===== src/rtl/mips_pipe_pkg.sv =====
// ---------------------------------------------------------------------------
// mips_pipe_pkg
// Shared definitions for the MIPS pipeline buffers: the canonical NOP
// encoding, payload widths, and the fetch-stage payload record that later
// pipeline buffers reuse.
// ---------------------------------------------------------------------------
package mips_pipe_pkg;

    localparam int INST_W   = 32;
    localparam int BUNDLE_W = 26;

    // ori $zero,$zero,0 -- architecturally a no-op
    localparam logic [INST_W-1:0] NOP_INSTR = 32'h3400_0000;

    typedef struct packed {
        logic [INST_W-1:0]   instruction;
        logic [BUNDLE_W-1:0] bundle;
        logic [INST_W-1:0]   pc_seq;
    } fetch_entry_t;

    // Payload presented downstream whenever nothing valid is held
    function automatic fetch_entry_t empty_entry();
        fetch_entry_t e;
        e.instruction = NOP_INSTR;
        e.bundle      = {BUNDLE_W{1'b0}};
        e.pc_seq      = {INST_W{1'b0}};
        return e;
    endfunction

endpackage


===== src/rtl/pipe_entry_reg.sv =====
// ---------------------------------------------------------------------------
// pipe_entry_reg
// One pipeline payload register with load enable.
// Ports:
//   clk     - clock, rising edge
//   reset   - synchronous active-high reset (clears payload)
//   i_load  - capture i_d this cycle
//   i_d     - payload to capture
//   o_q     - stored payload
// ---------------------------------------------------------------------------
module pipe_entry_reg
    import mips_pipe_pkg::*;
(
    input  logic         clk,
    input  logic         reset,
    input  logic         i_load,
    input  fetch_entry_t i_d,
    output fetch_entry_t o_q
);

    fetch_entry_t r_q;

    // Payload storage: cleared on reset, otherwise loaded on demand
    always_ff @(posedge clk) begin
        if (reset) begin
            r_q <= '0;
        end else if (i_load) begin
            r_q <= i_d;
        end else begin
            r_q <= r_q;
        end
    end

    assign o_q = r_q;

endmodule


===== src/rtl/fetch_decode_buffer.sv =====
// ---------------------------------------------------------------------------
// fetch_decode_buffer
// Two-entry elastic FIFO between fetch and decode. in_ready drives the fetch
// PC enable so decode backpressure stalls fetch without losing an
// instruction. flush squashes all held entries; decode sees the canonical NOP
// with zero bundle/PC whenever nothing valid is held.
//
// Optional feature macro: FDB_PERF_EN adds stall_cycles / bubble_cycles
// performance counters and their ports.
//
// Ports:
//   clk, reset        - clock and synchronous active-high reset
//   in_valid/in_ready - fetch-side handshake (in_ready from registered count)
//   instruction_in, bundle_in, pc_seq_in - fetched payload
//   out_valid/out_ready - decode-side handshake
//   instruction_out, bundle_out, pc_seq_out - head payload or NOP/zero
//   flush             - squash all entries and any same-cycle push
//   stall_cycles, bubble_cycles - perf counters (FDB_PERF_EN only)
// ---------------------------------------------------------------------------
module fetch_decode_buffer
    import mips_pipe_pkg::*;
#(
    parameter int INST_W   = 32,
    parameter int BUNDLE_W = 26
) (
    input  logic                clk,
    input  logic                reset,
    input  logic                in_valid,
    output logic                in_ready,
    input  logic [INST_W-1:0]   instruction_in,
    input  logic [BUNDLE_W-1:0] bundle_in,
    input  logic [INST_W-1:0]   pc_seq_in,
    output logic                out_valid,
    input  logic                out_ready,
    output logic [INST_W-1:0]   instruction_out,
    output logic [BUNDLE_W-1:0] bundle_out,
    output logic [INST_W-1:0]   pc_seq_out,
    input  logic                flush
`ifdef FDB_PERF_EN
    ,
    output logic [31:0]         stall_cycles,
    output logic [31:0]         bubble_cycles
`endif
);

    logic [1:0]   r_count;
    logic [1:0]   w_count_next;
    logic         w_push;
    logic         w_pop;
    logic         w_head_load;
    logic         w_tail_load;
    fetch_entry_t w_in_entry;
    fetch_entry_t w_head_d;
    fetch_entry_t w_head;
    fetch_entry_t w_tail;
    fetch_entry_t w_out_entry;

    // Handshakes depend only on registered occupancy and reset, so neither
    // side sees a combinational path from the other side's ready/valid.
    assign in_ready  = (r_count != 2'd2) && !reset;
    assign out_valid = (r_count != 2'd0) && !reset;
    assign w_push    = in_valid && in_ready;
    assign w_pop     = out_valid && out_ready;

    assign w_in_entry.instruction = instruction_in;
    assign w_in_entry.bundle      = bundle_in;
    assign w_in_entry.pc_seq      = pc_seq_in;

    // Next occupancy and entry-load decisions; flush overrides push and pop
    always_comb begin
        w_count_next = r_count;
        w_head_load  = 1'b0;
        w_tail_load  = 1'b0;
        w_head_d     = w_in_entry;
        if (flush) begin
            w_count_next = 2'd0;
        end else begin
            case (r_count)
                2'd0: begin
                    if (w_push) begin
                        w_head_load  = 1'b1;
                        w_count_next = 2'd1;
                    end else begin
                        w_count_next = 2'd0;
                    end
                end
                2'd1: begin
                    if (w_push && w_pop) begin
                        // head consumed and replaced in the same cycle
                        w_head_load  = 1'b1;
                        w_count_next = 2'd1;
                    end else if (w_push) begin
                        w_tail_load  = 1'b1;
                        w_count_next = 2'd2;
                    end else if (w_pop) begin
                        w_count_next = 2'd0;
                    end else begin
                        w_count_next = 2'd1;
                    end
                end
                2'd2: begin
                    // full: in_ready is low, so only a pop can happen
                    if (w_pop) begin
                        w_head_d     = w_tail;
                        w_head_load  = 1'b1;
                        w_count_next = 2'd1;
                    end else begin
                        w_count_next = 2'd2;
                    end
                end
                default: begin
                    w_count_next = 2'd0;
                end
            endcase
        end
    end

    // Occupancy register
    always_ff @(posedge clk) begin
        if (reset) begin
            r_count <= 2'd0;
        end else begin
            r_count <= w_count_next;
        end
    end

    pipe_entry_reg u_head (
        .clk    (clk),
        .reset  (reset),
        .i_load (w_head_load),
        .i_d    (w_head_d),
        .o_q    (w_head)
    );

    pipe_entry_reg u_tail (
        .clk    (clk),
        .reset  (reset),
        .i_load (w_tail_load),
        .i_d    (w_in_entry),
        .o_q    (w_tail)
    );

    // Head payload when valid, canonical NOP/zero otherwise
    always_comb begin
        if (out_valid) begin
            w_out_entry = w_head;
        end else begin
            w_out_entry = empty_entry();
        end
    end

    assign instruction_out = w_out_entry.instruction;
    assign bundle_out      = w_out_entry.bundle;
    assign pc_seq_out      = w_out_entry.pc_seq;

`ifdef FDB_PERF_EN
    logic [31:0] r_stall_cycles;
    logic [31:0] r_bubble_cycles;

    // Perf counters: wrap naturally, cleared only by reset (flush ignored)
    always_ff @(posedge clk) begin
        if (reset) begin
            r_stall_cycles  <= 32'd0;
            r_bubble_cycles <= 32'd0;
        end else begin
            if (out_valid && !out_ready) begin
                r_stall_cycles <= r_stall_cycles + 32'd1;
            end else begin
                r_stall_cycles <= r_stall_cycles;
            end
            if (!out_valid) begin
                r_bubble_cycles <= r_bubble_cycles + 32'd1;
            end else begin
                r_bubble_cycles <= r_bubble_cycles;
            end
        end
    end

    assign stall_cycles  = r_stall_cycles;
    assign bubble_cycles = r_bubble_cycles;
`endif

endmodule


===== config.mk =====
export PLATFORM = sky130hd
export DESIGN_NAME = fetch_decode_buffer
export DESIGN_NICKNAME = d
export VERILOG_FILES = /design/src/rtl/mips_pipe_pkg.sv /design/src/rtl/pipe_entry_reg.sv /design/src/rtl/fetch_decode_buffer.sv
export SDC_FILE = /design/constraint.sdc
export NUM_CORES = 1
export LEC_CHECK = 0
export CAP_MARGIN = 5
export CORE_MARGIN = 3
export CORE_UTILIZATION = 40
export CTS_BUF_LIST = sky130_fd_sc_hd__clkbuf_2 sky130_fd_sc_hd__clkbuf_4 sky130_fd_sc_hd__clkbuf_8
export CTS_CLUSTER_SIZE = 12
export DETAILED_ROUTE_END_ITERATION = 7
export HOLD_SLACK_MARGIN = 0.12
export PLACE_DENSITY = 0.8
export REMOVE_ABC_BUFFERS = 1
export SYNTH_ARGS = -nofsm -noshare
export SYNTH_HDL_FRONTEND = slang
export SYNTH_SLANG_ARGS = --single-unit

===== constraint.sdc =====
create_clock -name clk -period 2.3 [get_ports clk]
set_input_delay 0.46 -clock clk [delete_from_list [all_inputs] [get_ports clk]]
set_output_delay 0.46 -clock clk [all_outputs]
set_load 0.005 [all_outputs]

==> results.py, run 1 <==
metrics = {
    "run_status": {
        "outcome": "completed",
    },
    "timing": {
        "hold_viol_final": 0,
        "fmax_mhz": 437,
        "setup_violations": 0,
        "fin_crit_ns": 2.29,
        "timing.final.crit_share_pct": 99.6,
        "slew_viol_final": 0,
        "setup_tns_ns": 0,
        "rsz0062_at_grt": "true",
        "worstMarginPinSlew_ns": 1.16,
        "relSlewSlack_pct": 22.4,
        "finClkSkew_ns": 0.00981,
    },
    "power_and_ir_drop": {
        "power_density_mw_per_mm2": 539,
        "power_frac_clock_pct": 35.3,
        "peakVddDrop_mv": 0.312,
        "seqPwrFrac_pct": 52.9,
        "power_w": 0.00621,
        "sw_frac_of_total_pct": 25.6,
        "p_comb_share_pct": 11.7,
        "p_sw_w": 0.00159,
        "p_leak_nw": 4.20,
        "intPower_w": 0.00462,
    },
    "route": {
        "vias": 8846,
        "drtIter0Drc": 855,
        "drc": 0,
        "wl_mm": 28.2,
        "dr.pass1.iters": 5,
        "avgRoutedWirePerCell_um": 18.9,
        "via_per_inst": 5.93,
        "drtAntennaViolNets": 0,
    },
    "global_route": {
        "grt_max_degree": 108,
        "grt-busiest-layer": "met2",
        "grt-ovfl-total": 0,
        "grt_use_met2_pct": 37.9,
        "use_met3_pct": 4.23,
        "gr-usage-met1_pct": 27.9,
        "grt_pass1_wl_mm": 43.4,
        "gr-usage-all-layers_pct": 22.3,
        "grt_pass1_vias": 8528,
        "grt_antenna_before_repair": 1,
    },
    "clock_tree": {
        "ctsLongestPathBuffers": 2,
        "cts.sinks": 182,
        "htree_levels": 4,
        "clock_latency_ns": 0.45,
        "cts_hold_buf": 0,
        "numCtsBuffers": 17,
        "clock_tree.root_cell": "clkbuf_8",
        "cts_tree": "built",
        "cts.clk_slew.worst_paths_ns": 0.09,
    },
    "floorplanning": {
        "start_util_pct": 41.5,
        "die_h_um": 152,
        "ios": 187,
        "die-area_mm2": 0.0232,
        "die_w_um": 152,
        "core_mm2": 0.0206,
        "num_rows": 52,
    },
    "setup_path": {
        "slowest_delay_ns": 0.36,
        "crit_required_ns": 1.84,
        "worstReg2RegEnd": "u_head.o_q[46]",
        "crit_buf_inv": 4,
        "start_kind": "register",
        "setup.worst_path.start": "r_count[1]",
        "crit_arrival_ns": 1.83,
        "r2r_setup_slack_ns": 0.08,
        "cp_top_family": "buffers and inverters",
        "timing.rr.start": "r_count[0]",
        "crit_path_cell_trace": "nor2_4, nor2_4, buf_6, buf_4, clkbuf_16, and2_1, dlygate4sd2_1",
        "cp_max_fo": 13,
        "cp.depth": 7,
        "cp-endpoint": "pc_seq_out[27]",
        "criticalPathCategory": "reg2out",
        "rr_worst_depth": 10,
        "crit_top_cell": "nor2_4",
        "cp_slowest_cell": "dfxtp_4",
        "crit_path_end_kind": "output port",
    },
    "placed_design": {
        "io_buffers": 186,
        "placed_cell_area_mm2": 0.0108,
        "dp_hpwl_mm": 16.3,
        "gp_congestion": 0.812,
    },
    "synthesis": {
        "synthCells": 1059,
        "ys_types": 30,
        "yosys_warnings": 0,
        "async_flop_share_pct": 0,
        "ys_ff_latch": 182,
        "synth_flop_cell": "dfxtp_1",
        "synth.area.top_cells": "dfxtp_1 (43%), a311oi_1 (9.2%), a211oi_1 (7.9%), nand2_1 (7.9%), and2_1 (6.4%)",
        "synthesis.area_mm2": 0.00855,
        "yosysTopAreaCell": "dfxtp_1",
        "synth.avg_cell_area_um2": 8.07,
        "yosysSeqAreaShare_pct": 42.6,
        "yosysTopAreaCellShare_pct": 42.6,
        "synth_edf_count": 0,
    },
    "flow_run": {
        "max-cap-violations": 0,
    },
    "hold_path": {
        "hp-class": "reg2reg",
    },
    "layout": {
        "final_nets": 1306,
        "drive_above_1_share_pct": 12.4,
        "area_delta_synth_final_pct": 34.9,
        "fin_area_mm2": 0.0115,
    },
}
==> power by group through the flow <==
stage                     clock [W]  sequential [W]  combinational, W
after floorplan                   0         0.00334          0.000257
after global placement            0         0.00336          0.000669
after detailed placement          0         0.00336          0.000680
after CTS                   0.00222         0.00329          0.000692
after global routing        0.00234         0.00330          0.000785
final                       0.00219         0.00329          0.000730
==> stage by stage <==
stage	util, %	std cells	hold slack [ns]	setup WS (ns)
2_1_floorplan	-	927	0.431	-7.80
3_3_place_gp	52.4	1439	0.442	-0.192
3_5_place_dp	52.4	1439	0.447	-0.237
4_1_cts	54.6	1477	0.459	-0.107
5_1_grt	55.9	1492	0.474	-0.0722
6_report	55.9	1492	0.458	0.00952
==> final cells by class <==
type	count	area, µm²
clock buffer	20	269
inverter	3	11.3
timing repair buffer	263	2800
sequential	182	3650
multi-input combinational	742	4340
antenna	1	2.50
tap	270	338
clock inverter	11	126
fill	1834	9090
==> worst min-delay path by stage <==
| stage | start | to | slack (ns) | cells after the start |
|---|---|---|---|---|
| floorplan | u_tail.o_q[0] | u_tail.o_q[0] | 0.43 | 2 |
| global placement | u_tail.o_q[47] | u_tail.o_q[47] | 0.44 | 2 |
| detailed placement | u_tail.o_q[50] | u_tail.o_q[50] | 0.45 | 2 |
| CTS | u_tail.o_q[72] | u_tail.o_q[72] | 0.46 | 2 |
| global route | u_tail.o_q[34] | u_tail.o_q[34] | 0.47 | 2 |
| finish | u_tail.o_q[50] | u_tail.o_q[50] | 0.46 | 2 |
==> what timing repair did <==
action | CTS | global route
pin swaps | 2 | 9
setup endpoints to repair | 91 | 122
gates resized for setup | 90 | 104
buffers inserted | 6 | 7
cloned | 1 | 7
==> Yosys cell counts, drive strengths merged, types with 3 or more instances <==
master and instances:
a211oi 90, a21oi 92, a311oi 90, and2 88, buf 63, clkbuf 69, dfxtp 182, inv 3
nand2 180, nand3 90, nor2 3, nor3 4, o21ai 90, or3 3
==> tightest hold or removal path, stage by stage (launching register included) <==
cell and delay, ns:
dfxtp_1 0.32, nand2_1 0.05, a21oi_1 0.05
==> cell usage in the layout, fill, tap and decap left out, types with 21 or more instances in the layout <==
| master | Yosys | final |
|---|---|---|
| nand2_1 | 180 | 180 |
| a311oi_1 | 90 | 90 |
| o21ai_0 | 59 | 59 |
| nand3_1 | 90 | 90 |
| clkdlybuf4s50_1 | 0 | 93 |
| and2_1 | 88 | 83 |
| dfxtp_1 | 182 | 180 |
| a21oi_1 | 92 | 91 |
| clkdlybuf4s15_1 | 0 | 32 |
| dlymetal6s2s_1 | 0 | 22 |
| buf_4 | 2 | 43 |
| o21ai_1 | 31 | 31 |
| clkbuf_2 | 7 | 21 |
| a211oi_1 | 90 | 90 |
| buf_12 | 0 | 21 |
==> kinds of logic after synthesis <==
logic type	share of synthesized area, %
buffers and inverters	7.80
and+or+nand+nor	21.2
DFF	42.6
adders and majority gates	0.293
AOI/OAI and AO/OA	27.9
muxes	0.132
==> flip-flops by register name, indices dropped and copies added, names as in the netlist <==
name,count
u_head.o_q,90
u_tail.o_q,90
r_count,2
==> layer usage <==
layer,part of all wire (%),up-vias
li1,-,4130
met1,40,4179
met2,49,478
met3,8.3,59
met4,2.5,0
met5,0,-
Note: power is estimated with default switching activity, not from simulation.
==> inputs of run 2 (changes only) <==
RECOVER_POWER = 50   (was default)
==> run 2 against run 1 <==
Against the previous run:
- via count fell by 0.14%
- critical endpoint unchanged
- sequential cell count unchanged
- clock power about the same
- die area is the same
- cell count is the same
- non-clock buffer count did not move
- setup slack about the same
- critical path type unchanged
- clock skew is 0.0016 ns lower
- cell area barely moved
==> results.py, run 2 (synthesis results as in run 1) <==
metrics = {
    "setup_path": {
        "timing.rr.start": "r_count[0]",
        "crit_path_end_kind": "output port",
        "cp_max_fo": 13,
        "rr_worst_depth": 10,
        "worstReg2RegEnd": "u_head.o_q[46]",
        "crit_arrival_ns": 1.83,
        "criticalPathCategory": "reg2out",
        "crit_required_ns": 1.84,
        "r2r_setup_slack_ns": 0.09,
        "start_kind": "register",
    },
    "layout": {
        "final_cell_mix": "nand2_1 (180), dfxtp_1 (180), clkdlybuf4s50_1 (93)",
        "fin_area_mm2": 0.0115,
        "area_delta_synth_final_pct": 34.8,
        "final_core_util_pct": 55.9,
        "seq_area_mm2": 0.00365,
        "fill_cells": 1834,
        "final_nets": 1306,
        "drive_above_1_share_pct": 12.4,
        "multiInputGateArea_mm2": 0.00434,
        "fin_cells": 1492,
    },
    "route": {
        "vias": 8834,
        "avgRoutedWirePerCell_um": 18.9,
        "wl_mm": 28.2,
        "via_per_inst": 5.92,
        "drc": 0,
        "drtAntennaViolNets": 0,
        "drtIter0Drc": 855,
        "dr.pass1.iters": 5,
    },
    "hold_path": {
        "hp-class": "reg2reg",
        "min_to": "u_tail.o_q[50]",
        "hold_depth": 2,
        "min_from": "u_tail.o_q[50]",
    },
    "timing": {
        "relSlewSlack_pct": 22.4,
        "setup_tns_ns": 0,
        "worstMarginPinSlew_ns": 1.16,
        "hold_viol_final": 0,
        "fin_ws_ns": 0.00911,
        "finClkSkew_ns": 0.00824,
        "setup_violations": 0,
        "timing.final.crit_share_pct": 99.6,
        "fmax_mhz": 437,
        "fin_crit_ns": 2.29,
        "rsz0062_at_grt": "true",
        "slew_viol_final": 0,
    },
    "power_and_ir_drop": {
        "peakVddDrop_mv": 0.312,
        "power_density_mw_per_mm2": 538,
        "seqPwrFrac_pct": 53.0,
        "p_sw_w": 0.00159,
        "p_comb_share_pct": 11.7,
        "intPower_w": 0.00462,
        "p_leak_nw": 4.20,
        "power_frac_clock_pct": 35.3,
        "sw_frac_of_total_pct": 25.6,
    },
    "placed_design": {
        "placed_cells": 1439,
        "post-place-ws_ns": -0.237,
        "dp_hpwl_mm": 16.3,
        "gp_congestion": 0.812,
        "placed_cell_area_mm2": 0.0108,
        "io_buffers": 186,
    },
    "global_route": {
        "grt_pass1_vias": 8528,
        "grt_max_degree": 108,
        "grt_use_met2_pct": 37.9,
        "grt_pass1_wl_mm": 43.4,
        "grt_antenna_before_repair": 1,
        "use_met3_pct": 4.23,
        "gr-usage-met1_pct": 27.9,
        "gr-usage-all-layers_pct": 22.3,
        "grt-busiest-layer": "met2",
        "grt-ovfl-total": 0,
    },
    "clock_tree": {
        "clock_latency_ns": 0.45,
        "cts_hold_buf": 0,
        "clock_tree.root_cell": "clkbuf_8",
        "ctsLongestPathBuffers": 2,
        "numCtsBuffers": 17,
        "cts_tree": "built",
        "cts.clk_slew.worst_paths_ns": 0.09,
        "cts.sinks": 182,
        "htree_levels": 4,
    },
    "floorplanning": {
        "core_mm2": 0.0206,
        "start_util_pct": 41.5,
        "die-area_mm2": 0.0232,
        "die_w_um": 152,
        "ios": 187,
        "die_h_um": 152,
        "num_rows": 52,
    },
    "flow_run": {
        "max-cap-violations": 0,
    },
    "run_status": {
        "outcome": "completed",
    },
}
==> run 2: changes by cell type in the layout (fill, tap and decap cells not counted) <==
cell and change:
buf_6 +1, buf_12 -1
==> run 2: worst max-delay path by stage <==
stage	cells after the start	start	to	slack, ns
2_1_floorplan	6	out_ready	u_head.o_q[0]	-7.80
3_3_place_gp	8	in_valid	u_head.o_q[80]	-0.19
3_5_place_dp	8	in_valid	u_head.o_q[11]	-0.24
4_1_cts	6	r_count[1]	instruction_out[10]	-0.11
5_1_grt	7	r_count[1]	instruction_out[12]	-0.07
6_report	7	r_count[1]	pc_seq_out[27]	0.009
==> run 2: power groups by stage <==
stage	sequential (W)	combinational, W	clock [W]
after global placement	0.00336	0.000669	0
after global routing	0.00330	0.000783	0.00234
after floorplan	0.00334	0.000257	0
after detailed placement	0.00336	0.000680	0
after CTS	0.00329	0.000692	0.00222
final	0.00329	0.000727	0.00219
==> run 2: final cells by class <==
class	instances	share of cell area, %
antenna	1	0.0217
multi-input combinational	742	37.7
clock buffer	20	2.33
inverter	3	0.0977
tap	270	2.93
sequential	182	31.7
timing repair buffer	263	24.2
clock inverter	11	1.10
==> run 2: per-layer routing <==
metal	part of all wire (%)	vias to the layer above
li1	-	4129
met1	40	4171
met2	49	471
met3	8.3	63
met4	2.7	0
met5	0	-
==> run 2: what timing repair did <==
item | in CTS | in global routing
endpoints found under the setup margin | 91 | 122
cloned | 1 | 7
pin swaps | 2 | 9
gates resized for setup | 90 | 104
setup buffers | 6 | 7
==> run 2: metrics by stage <==
stage	total power (W)	hold slack [ns]
after global routing	0.00642	0.474
after CTS	0.00620	0.459
after global placement	0.00403	0.442
after detailed placement	0.00404	0.447
after floorplan	0.00360	0.431
final	0.00620	0.458
==> run 2: critical path, stage by stage (launching register included) <==
cell and delay [ns]:
dfxtp_4 0.36, nor2_4 0.14, nor2_4 0.06, buf_6 0.12
buf_4 0.15, clkbuf_16 0.15, and2_1 0.15, dlygate4sd2_1 0.25
